$ cat config.mk
export PLATFORM = sky130hd
export DESIGN_NAME = fetch_unit
export DESIGN_NICKNAME = d
export VERILOG_FILES = /design/src/rtl/fetch_unit.sv
export SDC_FILE = /design/constraint.sdc
export NUM_CORES = 1
export LEC_CHECK = 0
export CORE_MARGIN = 2
export CORE_UTILIZATION = 30
export CTS_CLUSTER_SIZE = 20
export DETAILED_ROUTE_END_ITERATION = 12
export GPL_TIMING_DRIVEN = 0
export PLACE_DENSITY = 0.66
export SLEW_MARGIN = 10
export SYNTH_ARGS = -nofsm -noshare
export SYNTH_HDL_FRONTEND = slang
export SYNTH_SLANG_ARGS = --single-unit
export TNS_END_PERCENT = 30
$ cat constraint.sdc
create_clock -name clk -period 7.2 [get_ports clk]
set_input_delay 1.44 -clock clk [delete_from_list [all_inputs] [get_ports clk]]
set_output_delay 1.44 -clock clk [all_outputs]
set_load 0.01 [all_outputs]
$ cat src/rtl/fetch_unit.sv
// Instruction-fetch stage: owns the architectural PC, addresses the instruction ROM
// and loads the IF/ID pipeline register. An address error freezes fetch until reset.
module fetch_unit #(
  parameter logic [31:0] RESET_PC = 32'h0000_3000,
  parameter int          IMEM_AW  = 12
) (
  input  logic               clk,
  input  logic               rst,
  input  logic               stall,
  input  logic               flush,
  input  logic               redirect,
  input  logic [31:0]        redirect_target,
  output logic [IMEM_AW-1:0] imem_addr,
  input  logic [31:0]        imem_rdata,
  output logic [31:0]        pc,
  output logic [31:0]        instr_d,
  output logic [31:0]        pc_d,
  output logic               valid_d,
  output logic [31:0]        fetch_count,
  output logic               halted,
  output logic [1:0]         err_cause
);

  typedef enum logic {
    ST_RUN  = 1'b0,
    ST_HALT = 1'b1
  } state_t;

  localparam logic [1:0]  ERR_NONE     = 2'b00;
  localparam logic [1:0]  ERR_MISALIGN = 2'b01;
  localparam logic [1:0]  ERR_RANGE    = 2'b10;
  // One past the last ROM byte; 33 bits so a ROM ending at 4 GiB cannot wrap.
  localparam logic [32:0] PC_LIMIT     = {1'b0, RESET_PC} + (33'd4 << IMEM_AW);

  state_t      state_q, state_d;
  logic [31:0] pc_q, pc_d_nxt;
  logic [31:0] ifid_instr_q, ifid_instr_d;
  logic [31:0] ifid_pc_q, ifid_pc_d;
  logic        ifid_valid_q, ifid_valid_d;
  logic [31:0] count_q, count_d;
  logic [1:0]  err_q, err_d;

  logic [31:0] seq_pc;
  logic [31:0] next_pc;
  logic        misaligned;
  logic        out_of_range;

  assign seq_pc       = pc_q + 32'd4;
  assign next_pc      = redirect ? redirect_target : seq_pc;
  assign misaligned   = redirect && (redirect_target[1:0] != 2'b00);
  assign out_of_range = ({1'b0, next_pc} < {1'b0, RESET_PC}) ||
                        ({1'b0, next_pc} >= PC_LIMIT);

  assign imem_addr = IMEM_AW'((pc_q - RESET_PC) >> 2);

  always_comb begin
    state_d      = state_q;
    pc_d_nxt     = pc_q;
    ifid_instr_d = ifid_instr_q;
    ifid_pc_d    = ifid_pc_q;
    ifid_valid_d = ifid_valid_q;
    count_d      = count_q;
    err_d        = err_q;
    case (state_q)
      ST_RUN: begin
        // A stalled redirect/flush is dropped; decode re-asserts it later.
        if (!stall) begin
          pc_d_nxt  = next_pc;
          ifid_pc_d = pc_q;
          if (flush) begin
            ifid_instr_d = 32'd0;
            ifid_valid_d = 1'b0;
          end else begin
            ifid_instr_d = imem_rdata;
            ifid_valid_d = 1'b1;
            count_d      = count_q + 32'd1;
          end
          if (misaligned) begin
            state_d = ST_HALT;
            err_d   = ERR_MISALIGN;
          end else if (out_of_range) begin
            state_d = ST_HALT;
            err_d   = ERR_RANGE;
          end
        end
      end
      ST_HALT: begin
        state_d = ST_HALT;
      end
      default: begin
        state_d = ST_HALT;
      end
    endcase
  end

  always_ff @(posedge clk or posedge rst) begin
    if (rst) begin
      state_q      <= ST_RUN;
      pc_q         <= RESET_PC;
      ifid_instr_q <= 32'd0;
      ifid_pc_q    <= 32'd0;
      ifid_valid_q <= 1'b0;
      count_q      <= 32'd0;
      err_q        <= ERR_NONE;
    end else begin
      state_q      <= state_d;
      pc_q         <= pc_d_nxt;
      ifid_instr_q <= ifid_instr_d;
      ifid_pc_q    <= ifid_pc_d;
      ifid_valid_q <= ifid_valid_d;
      count_q      <= count_d;
      err_q        <= err_d;
    end
  end

  assign pc          = pc_q;
  assign instr_d     = ifid_instr_q;
  assign pc_d        = ifid_pc_q;
  assign valid_d     = ifid_valid_q;
  assign fetch_count = count_q;
  assign halted      = (state_q == ST_HALT);
  assign err_cause   = err_q;

endmodule

==> results.cfg, run 1 <==
[synth]
synth_edf_count = 0
synthAdderAreaFrac_pct = 0.578
synth_top_area_share_pct = 50.1
synth_common_cells = 206 x nand2_1, 130 x dfrtp_1, 44 x o21ai_0
synth.distinct_cells = 53
yosysTopAreaCell = dfrtp_1
ys_seq_area_share_pct = 50.9
synthMuxAreaShare_pct = 0.829
synthArstFlopShare_pct = 100
synth_top_family_by_area = simple AND/OR/NAND/NOR gates
synth-compound-area-share_pct = 9.36
synth.ff_latch_count = 132
synth.most_common_cell = nand2_1
syn_nets = 802
synth_area_mm2 = 0.00649
synth-simple-area-share_pct = 27.7
synth_xor_xnor_area_share_pct = 5.80
synth_cells = 730
ys_top_cells_by_area = dfrtp_1 50%, nand2_1 12%, xnor2_1 4.2%
synth_ff_type = dfrtp_1
syn_area_per_cell_um2 = 8.90
yosys_warnings = 0

[floorplan]
core-area_mm2 = 0.0212
rows = 53
die_area_mm2 = 0.0228
die_w_um = 151
initial_utilization_pct = 30.7
io_pins = 213
chipHeight_um = 151

[placed_design]
placed_cell_area_mm2 = 0.00899
place_congestion = 0.894
numPortBuffers = 212
hpwl_um = 15800

[global_route]
grt_pass1_wl_um = 33600
antenna_found_initial = 1
gr-total-overflow = 0
grt_max_degree = 74
busiest_layer = met2
grt_pass1_vias = 5863
use_met1_pct = 26.2
grt.total_usage_pct = 19.4
grt_util_met2_pct = 30.0
grt_use_met3_pct = 4.94

[detailed_routing]
wl_per_cell_um = 17.3
dr.pass1.iters = 5
wirelength_um = 21700
viasPerCell = 4.93
vias = 6170
drtIter0Drc = 433
ant_nets = 0
post-route-drc-count = 0

[clock_network]
cts_tree = done
htree_levels = 4
max-clock-path-buffers = 2
post_cts_buffers = 0
path_clk_slew_ns = 0.06
hold_buffers = 0
clk_latency_ns = 0.42
clock_sinks = 132
cts_made_buffers = 17
clock-root-buffer = clkbuf_16
cts-resized-gates = 0

[min_path]
hold_class = reg -> reg

[timing]
worst_pin_slew_ns = 0.972
finalClockSkew_ns = 0.00604
hold_violations = 0
finalSetupViolCount = 0
fmax_mhz = 229
rsz0062_at_grt = false
report.final.slew_viol_count = 0
min_period_ns = 4.36
setup-tns-final_ns = 0
period_share_pct = 60.6
worst_hold_slack_ns = 0.461
slew_headroom_pct = 34.6

[critical_path]
cp.required_ns = 7.51
start_kind = primary input
arrival_ns = 4.67
crit_type = in -> reg
path_max_fanout = 10
crit_path_end_kind = flop

[final_layout]
postLayoutCellArea_mm2 = 0.00960
fin_nets = 1034
area_delta_synth_final_pct = 47.8
drive_above_1_share_pct = 6.77

[run]
maxCapViolCount = 0

[run_status]
status = finished, final reports clean

[power]
p_per_area_mw_per_mm2 = 219
p_leak_uw = 0.00418
max-vdd-ir-drop_v = 0.000143
==> logic make-up (layout without fill, tap and decap cells) <==
| kind of cell | count (synthesis) | after routing |
|---|---|---|
| mux | 5 | 5 |
| buf+inv | 70 | 315 |
| xor+xnor | 43 | 43 |
| other cells | 0 | 1 |
| simple gates | 373 | 373 |
| flops | 132 | 132 |
| compound gates | 104 | 104 |
| fa+ha+maj | 3 | 3 |
==> cell type report <==
class                   count  area [um2]
repair buffers            213        2150
well taps                 275         344
inverters                  13        53.8
plain buffers              57         267
clock buffers              18         429
clock inverters            14         176
fillers                  2043       11600
multi-input cells         528        2870
diodes                      1        2.50
flip-flops and latches    132        3310
==> through the flow <==
stage / cells / setup WS [ns] / power, uW / utilization, %
detailed placement: 1218 / 2.61 / 1210 / 42.5
finish: 1251 / 2.84 / 2100 / 45.4
CTS: 1250 / 3.04 / 2120 / 45.4
global placement: 1217 / 0.0972 / 1210 / 42.4
global route: 1250 / 2.75 / 2190 / 45.4
floorplan: 730 / 2.24 / 994 / -
==> routing by layer <==
metal | wire (um) | vias up
met4 | 536 | 0
li1 | - | 2947
met1 | 9480 | 2931
met2 | 9960 | 252
met5 | 0 | -
met3 | 1730 | 40
==> critical path, cell delays in order <==
cell	delay, ns
clkdlybuf4s50_1	0.71
clkbuf_1	0.44
clkbuf_1	0.55
clkbuf_1	0.53
clkbuf_1	0.52
o21ai_0	0.29
nand2_1	0.13
nand2_1	0.07
==> flip-flops by register name, indices dropped and copies added (netlist names) <==
register,cells
pc,32
halted,1
fetch_count,32
valid_d,1
err_cause,2
pc_d,32
instr_d,32
==> where the power goes <==
group | switching (uW) | internal (uW) | total, uW
combinational | 159 | 190 | 349
clock | 355 | 549 | 904
sequential | 54.6 | 795 | 849
total | 568 | 1530 | 2100
==> cells in the final DEF, fill, tap and decap left out, drive strengths merged, types with 8 or more instances in the layout <==
| master | count |
|---|---|
| nor2 | 35 |
| nor3 | 16 |
| a31oi | 8 |
| xnor2 | 31 |
| dfrtp | 130 |
| nand2 | 206 |
| nand3b | 34 |
| buf | 21 |
| xor2 | 12 |
| nand3 | 14 |
| and4 | 9 |
| nor4 | 9 |
| clkdlybuf4s50 | 212 |
| o21ai | 44 |
| a21oi | 28 |
| clkbuf | 55 |
| inv | 17 |
| nand4 | 22 |
==> worst paths after layout <==
path	start	to	slack, ns	cells past startpoint
max in group asynchronous	rst	pc[13]	4.92	3
min in group asynchronous	rst	instr_d[17]	1.46	2
max	redirect	pc[31]	2.84	8
min reg2reg	instr_d[26]	instr_d[26]	0.46	2
max reg2reg	pc[2]	halted	3.82	10
min	instr_d[26]	instr_d[26]	0.46	2
(Power assumes the default switching activity.)
==> run 2: changes to the inputs <==
- PLACE_DENSITY: 0.66 -> 0.68
- clock period: 7.2 -> 3.65 ns (I/O delays scaled with it)
==> results.cfg, run 2 (synthesized netlist as in run 1, its figures left out) <==
[floorplan]
initial_utilization_pct = 30.7
die_area_mm2 = 0.0228
rows = 53
io_pins = 213
chipHeight_um = 151
die_w_um = 151
core-area_mm2 = 0.0212

[critical_path]
r2r_start = pc[2]
rrSetupSlack_ns = 0.24
cp.required_ns = 3.93
arrival_ns = 3.84
path_max_fanout = 10
rr_worst_depth = 10
crit_type = in -> reg
start_kind = primary input
r2r-end = halted
crit_path_end_kind = flop

[power]
max-vdd-ir-drop_v = 0.000273
p_per_area_mw_per_mm2 = 421
p_leak_uw = 0.00419

[clock_network]
cts-resized-gates = 0
cts_tree = done
max-clock-path-buffers = 2
post_cts_buffers = 0
htree_levels = 4
clock-root-buffer = clkbuf_16
clk_latency_ns = 0.43
clock_sinks = 132
hold_buffers = 0
cts_made_buffers = 17
path_clk_slew_ns = 0.06

[placed_design]
numPortBuffers = 212
placed_cell_area_mm2 = 0.00904
place_congestion = 0.917
dp.cells = 1221
hpwl_um = 16000

[detailed_routing]
wirelength_um = 21800
viasPerCell = 4.95
post-route-drc-count = 0
wl_per_cell_um = 17.4
ant_nets = 0
drtIter0Drc = 471
vias = 6208
dr.pass1.iters = 5

[final_layout]
fin_cells = 1253
fin_nets = 1037
nFillCells = 2070
postLayoutCellArea_mm2 = 0.00962
area_delta_synth_final_pct = 48.1
drive_above_1_share_pct = 7.26
mostFrequentLayoutCell = clkdlybuf4s50_1
layout_common_cells = 212 x clkdlybuf4s50_1, 206 x nand2_1, 130 x dfrtp_1
diodes = 0

[timing]
finalSetupViolCount = 0
min_period_ns = 3.56
period_share_pct = 97.7
worst_pin_slew_ns = 0.915
finalClockSkew_ns = 0.0113
fmax_mhz = 281
rsz0062_at_grt = true
report.final.slew_viol_count = 0
hold_violations = 0
slew_headroom_pct = 38.5

[run_status]
status = finished, final reports clean

[global_route]
gr-total-overflow = 0
grt_max_degree = 35
grt.total_usage_pct = 19.1
grt_pass1_wl_um = 33100
antenna_found_initial = 1
grt_pass1_vias = 5874

[run]
maxCapViolCount = 0

[min_path]
hold_depth = 1
min_delay_worst_endpoint = fetch_count[31]
hold_class = reg -> reg
hold_start = fetch_count[31]
-- run 2: changes by cell type in the layout (fill, tap and decap cells not counted), moves of 2 or more --
cell,change
bufinv_16,-3
clkinv_4,-2
inv_8,+5
clkbuf_1,-2
clkinvlp_4,+2
clkinv_2,-2
buf_12,+4
-- run 2: stage by stage --
| step | power [uW] | util (%) | TNS [ns] | hold slack (ns) | worst slack, ns |
|---|---|---|---|---|---|
| finish | 4050 | 45.5 | 0 | 0.465 | 0.0857 |
| global route | 4220 | 45.5 | -0.0468 | 0.485 | -0.0206 |
| CTS | 4090 | 45.4 | 0 | 0.469 | 0.0785 |
| detailed placement | 2400 | 42.8 | -4.81 | 0.455 | -0.357 |
| global placement | 2380 | 42.4 | -9.41 | 0.450 | -0.365 |
| floorplan | 1960 | - | 0 | 0.504 | 0.911 |
-- run 2: worst max-delay path by stage --
stage | cells past startpoint | to | slack (ns) | from
final | 8 | pc[25] | 0.09 | redirect
after CTS | 8 | pc[31] | 0.08 | redirect
after global placement | 8 | pc[31] | -0.37 | redirect
after global routing | 8 | pc[29] | -0.02 | redirect
after floorplan | 10 | fetch_count[31] | 0.91 | stall
after detailed placement | 8 | pc[31] | -0.36 | redirect
-- run 2: layer usage --
layer / track usage (%) / routed length [um]
met1: 25.6 / 9550
met2: 29.5 / 10000
met3: 5.66 / 1850
met4: 6.82 / 381
met5: 0 / 0
-- run 2: power breakdown --
| group | internal (uW) | total (uW) | leakage [uW] | switching (uW) |
|---|---|---|---|---|
| combinational | 380 | 695 | 0.00219 | 314 |
| sequential | 1570 | 1680 | 0.00172 | 109 |
| clock | 921 | 1670 | 0.000274 | 753 |
-- run 2: cell type report --
class | count | area [um2] | share of cell area (%)
multi-input combinational | 528 | 2870 | 29.9
clock inverter | 14 | 131 | 1.37
tap | 275 | 344 | 3.58
inverter | 13 | 52.6 | 0.547
timing repair buffer | 216 | 2200 | 22.9
clock buffer | 18 | 439 | 4.57
sequential | 132 | 3310 | 34.4
buffer | 57 | 268 | 2.78
-- run 2: critical path: stages --
cell and delay (ns):
clkdlybuf4s50_1 0.68, clkbuf_1 0.46, clkbuf_1 0.52, clkbuf_1 0.53, clkbuf_1 0.52, o21ai_0 0.20
nand2_1 0.10, o21ai_0 0.08
==> run 3: changes to the inputs <==
- TNS_END_PERCENT: 30 -> 50
==> results.cfg, run 3 (synthesized netlist as in run 1, its figures left out) <==
[placed_design]
hpwl_um = 16000
dp_slack_ns = -0.357
place_congestion = 0.917
numPortBuffers = 212

[clock_network]
cts-resized-gates = 0
clk_latency_ns = 0.43
post_cts_buffers = 0
htree_levels = 4
max-clock-path-buffers = 2
cts_tree = done
clock-root-buffer = clkbuf_16
path_clk_slew_ns = 0.07
clock_sinks = 132
hold_buffers = 0
cts_made_buffers = 17

[power]
swShare_pct = 29.1
p_leak_uw = 0.00419
clkPwrFrac_pct = 41.4
power_frac_seq_pct = 41.4
finalPower_uw = 4050
p_per_area_mw_per_mm2 = 421
p_comb_share_pct = 17.2
max-vdd-ir-drop_v = 0.000273
switchingPower_uw = 1180
internal_power_uw = 2870

[critical_path]
crit_type = reg -> reg
cp.required_ns = 3.96
path_max_fanout = 10
r2r_start = pc[2]
cp-startpoint = pc[2]
crit_path_end_kind = flop
arrival_ns = 3.70
start_kind = flop

[timing]
finalClockSkew_ns = 0.0113
finalSetupViolCount = 0
hold_violations = 0
rsz0062_at_grt = false
min_period_ns = 3.39
fmax_mhz = 295
report.final.slew_viol_count = 0
period_share_pct = 92.8
slew_headroom_pct = 38.5
worst_pin_slew_ns = 0.914
setup_ws_ns = 0.263

[final_layout]
drive_above_1_share_pct = 7.36
diodes = 0
area_delta_synth_final_pct = 48.1
layout_common_cells = 212 x clkdlybuf4s50_1, 206 x nand2_1, 130 x dfrtp_1
mostFrequentLayoutCell = clkdlybuf4s50_1
fin_nets = 1037
nFillCells = 2069

[detailed_routing]
drtIter0Drc = 473
ant_nets = 0
vias = 6211
viasPerCell = 4.96
dr.pass1.iters = 5
post-route-drc-count = 0
wirelength_um = 21800
wl_per_cell_um = 17.4

[global_route]
antenna_found_initial = 1
gr-total-overflow = 0
grt_max_degree = 35
grt_pass1_wl_um = 33100
grt_pass1_vias = 5874
grt.total_usage_pct = 19.1

[floorplan]
chipHeight_um = 151
core-area_mm2 = 0.0212
initial_utilization_pct = 30.7
die_w_um = 151
io_pins = 213
die_area_mm2 = 0.0228
rows = 53

[min_path]
hold_start = fetch_count[31]
hold_class = reg -> reg

[run_status]
status = finished, final reports clean

[run]
maxCapViolCount = 0
## run 3: path summary, 6_finish.rpt
check	to	slack (ns)	cells past startpoint
setup / recovery	halted	0.26	10
hold / removal	fetch_count[31]	0.46	1
setup reg to reg	halted	0.26	10
hold reg to reg	fetch_count[31]	0.46	1
max in group asynchronous	pc[13]	2.02	5
min in group asynchronous	fetch_count[29]	0.63	2
## run 3: metal layers
metal  GRT usage [%]  part of all wire (%)  wire length [um]
met2            29.5                    46             10000
met3            5.66                   8.0              1740
met4            6.82                   1.7               381
met5               0                     0                 0
met1            25.6                    44              9670
## run 3: critical path: stages (launching register included)
cell	delay (ns)
dfrtp_1	0.58
ha_1	0.29
nand3_1	0.14
nor4_1	0.53
buf_2	0.32
nand3_1	0.19
xnor2_1	0.21
a31oi_1	0.11
nor4_1	0.54
a21oi_1	0.14
or2_1	0.23
## run 3: final cells by class
type	instances	area, um2	area share (%)
inverter	13	52.6	0.546
sequential	132	3310	34.4
clock inverter	14	131	1.37
clock buffer	18	439	4.57
multi-input combinational	528	2870	29.9
buffer	57	269	2.80
timing repair buffer	216	2200	22.9
tap	275	344	3.58
## run 3: stage by stage
stage | std cells | hold slack, ns | utilization [%] | TNS [ns] | area (um2)
6_report | 1253 | 0.465 | 45.5 | 0 | 9620
5_1_grt | 1253 | 0.485 | 45.5 | 0 | 9620
4_1_cts | 1253 | 0.469 | 45.4 | 0 | 9610
3_5_place_dp | 1221 | 0.455 | 42.8 | -4.81 | 9040
3_3_place_gp | 1217 | 0.450 | 42.4 | -9.41 | 8960
2_1_floorplan | 730 | 0.504 | - | 0 | 6500
## run 3: power groups by stage
stage | registers, uW | clock network, uW | logic (uW)
floorplan | 1720 | 0 | 238
global placement | 1700 | 0 | 682
detailed placement | 1700 | 0 | 697
CTS | 1680 | 1710 | 700
global route | 1690 | 1780 | 753
finish | 1680 | 1670 | 695
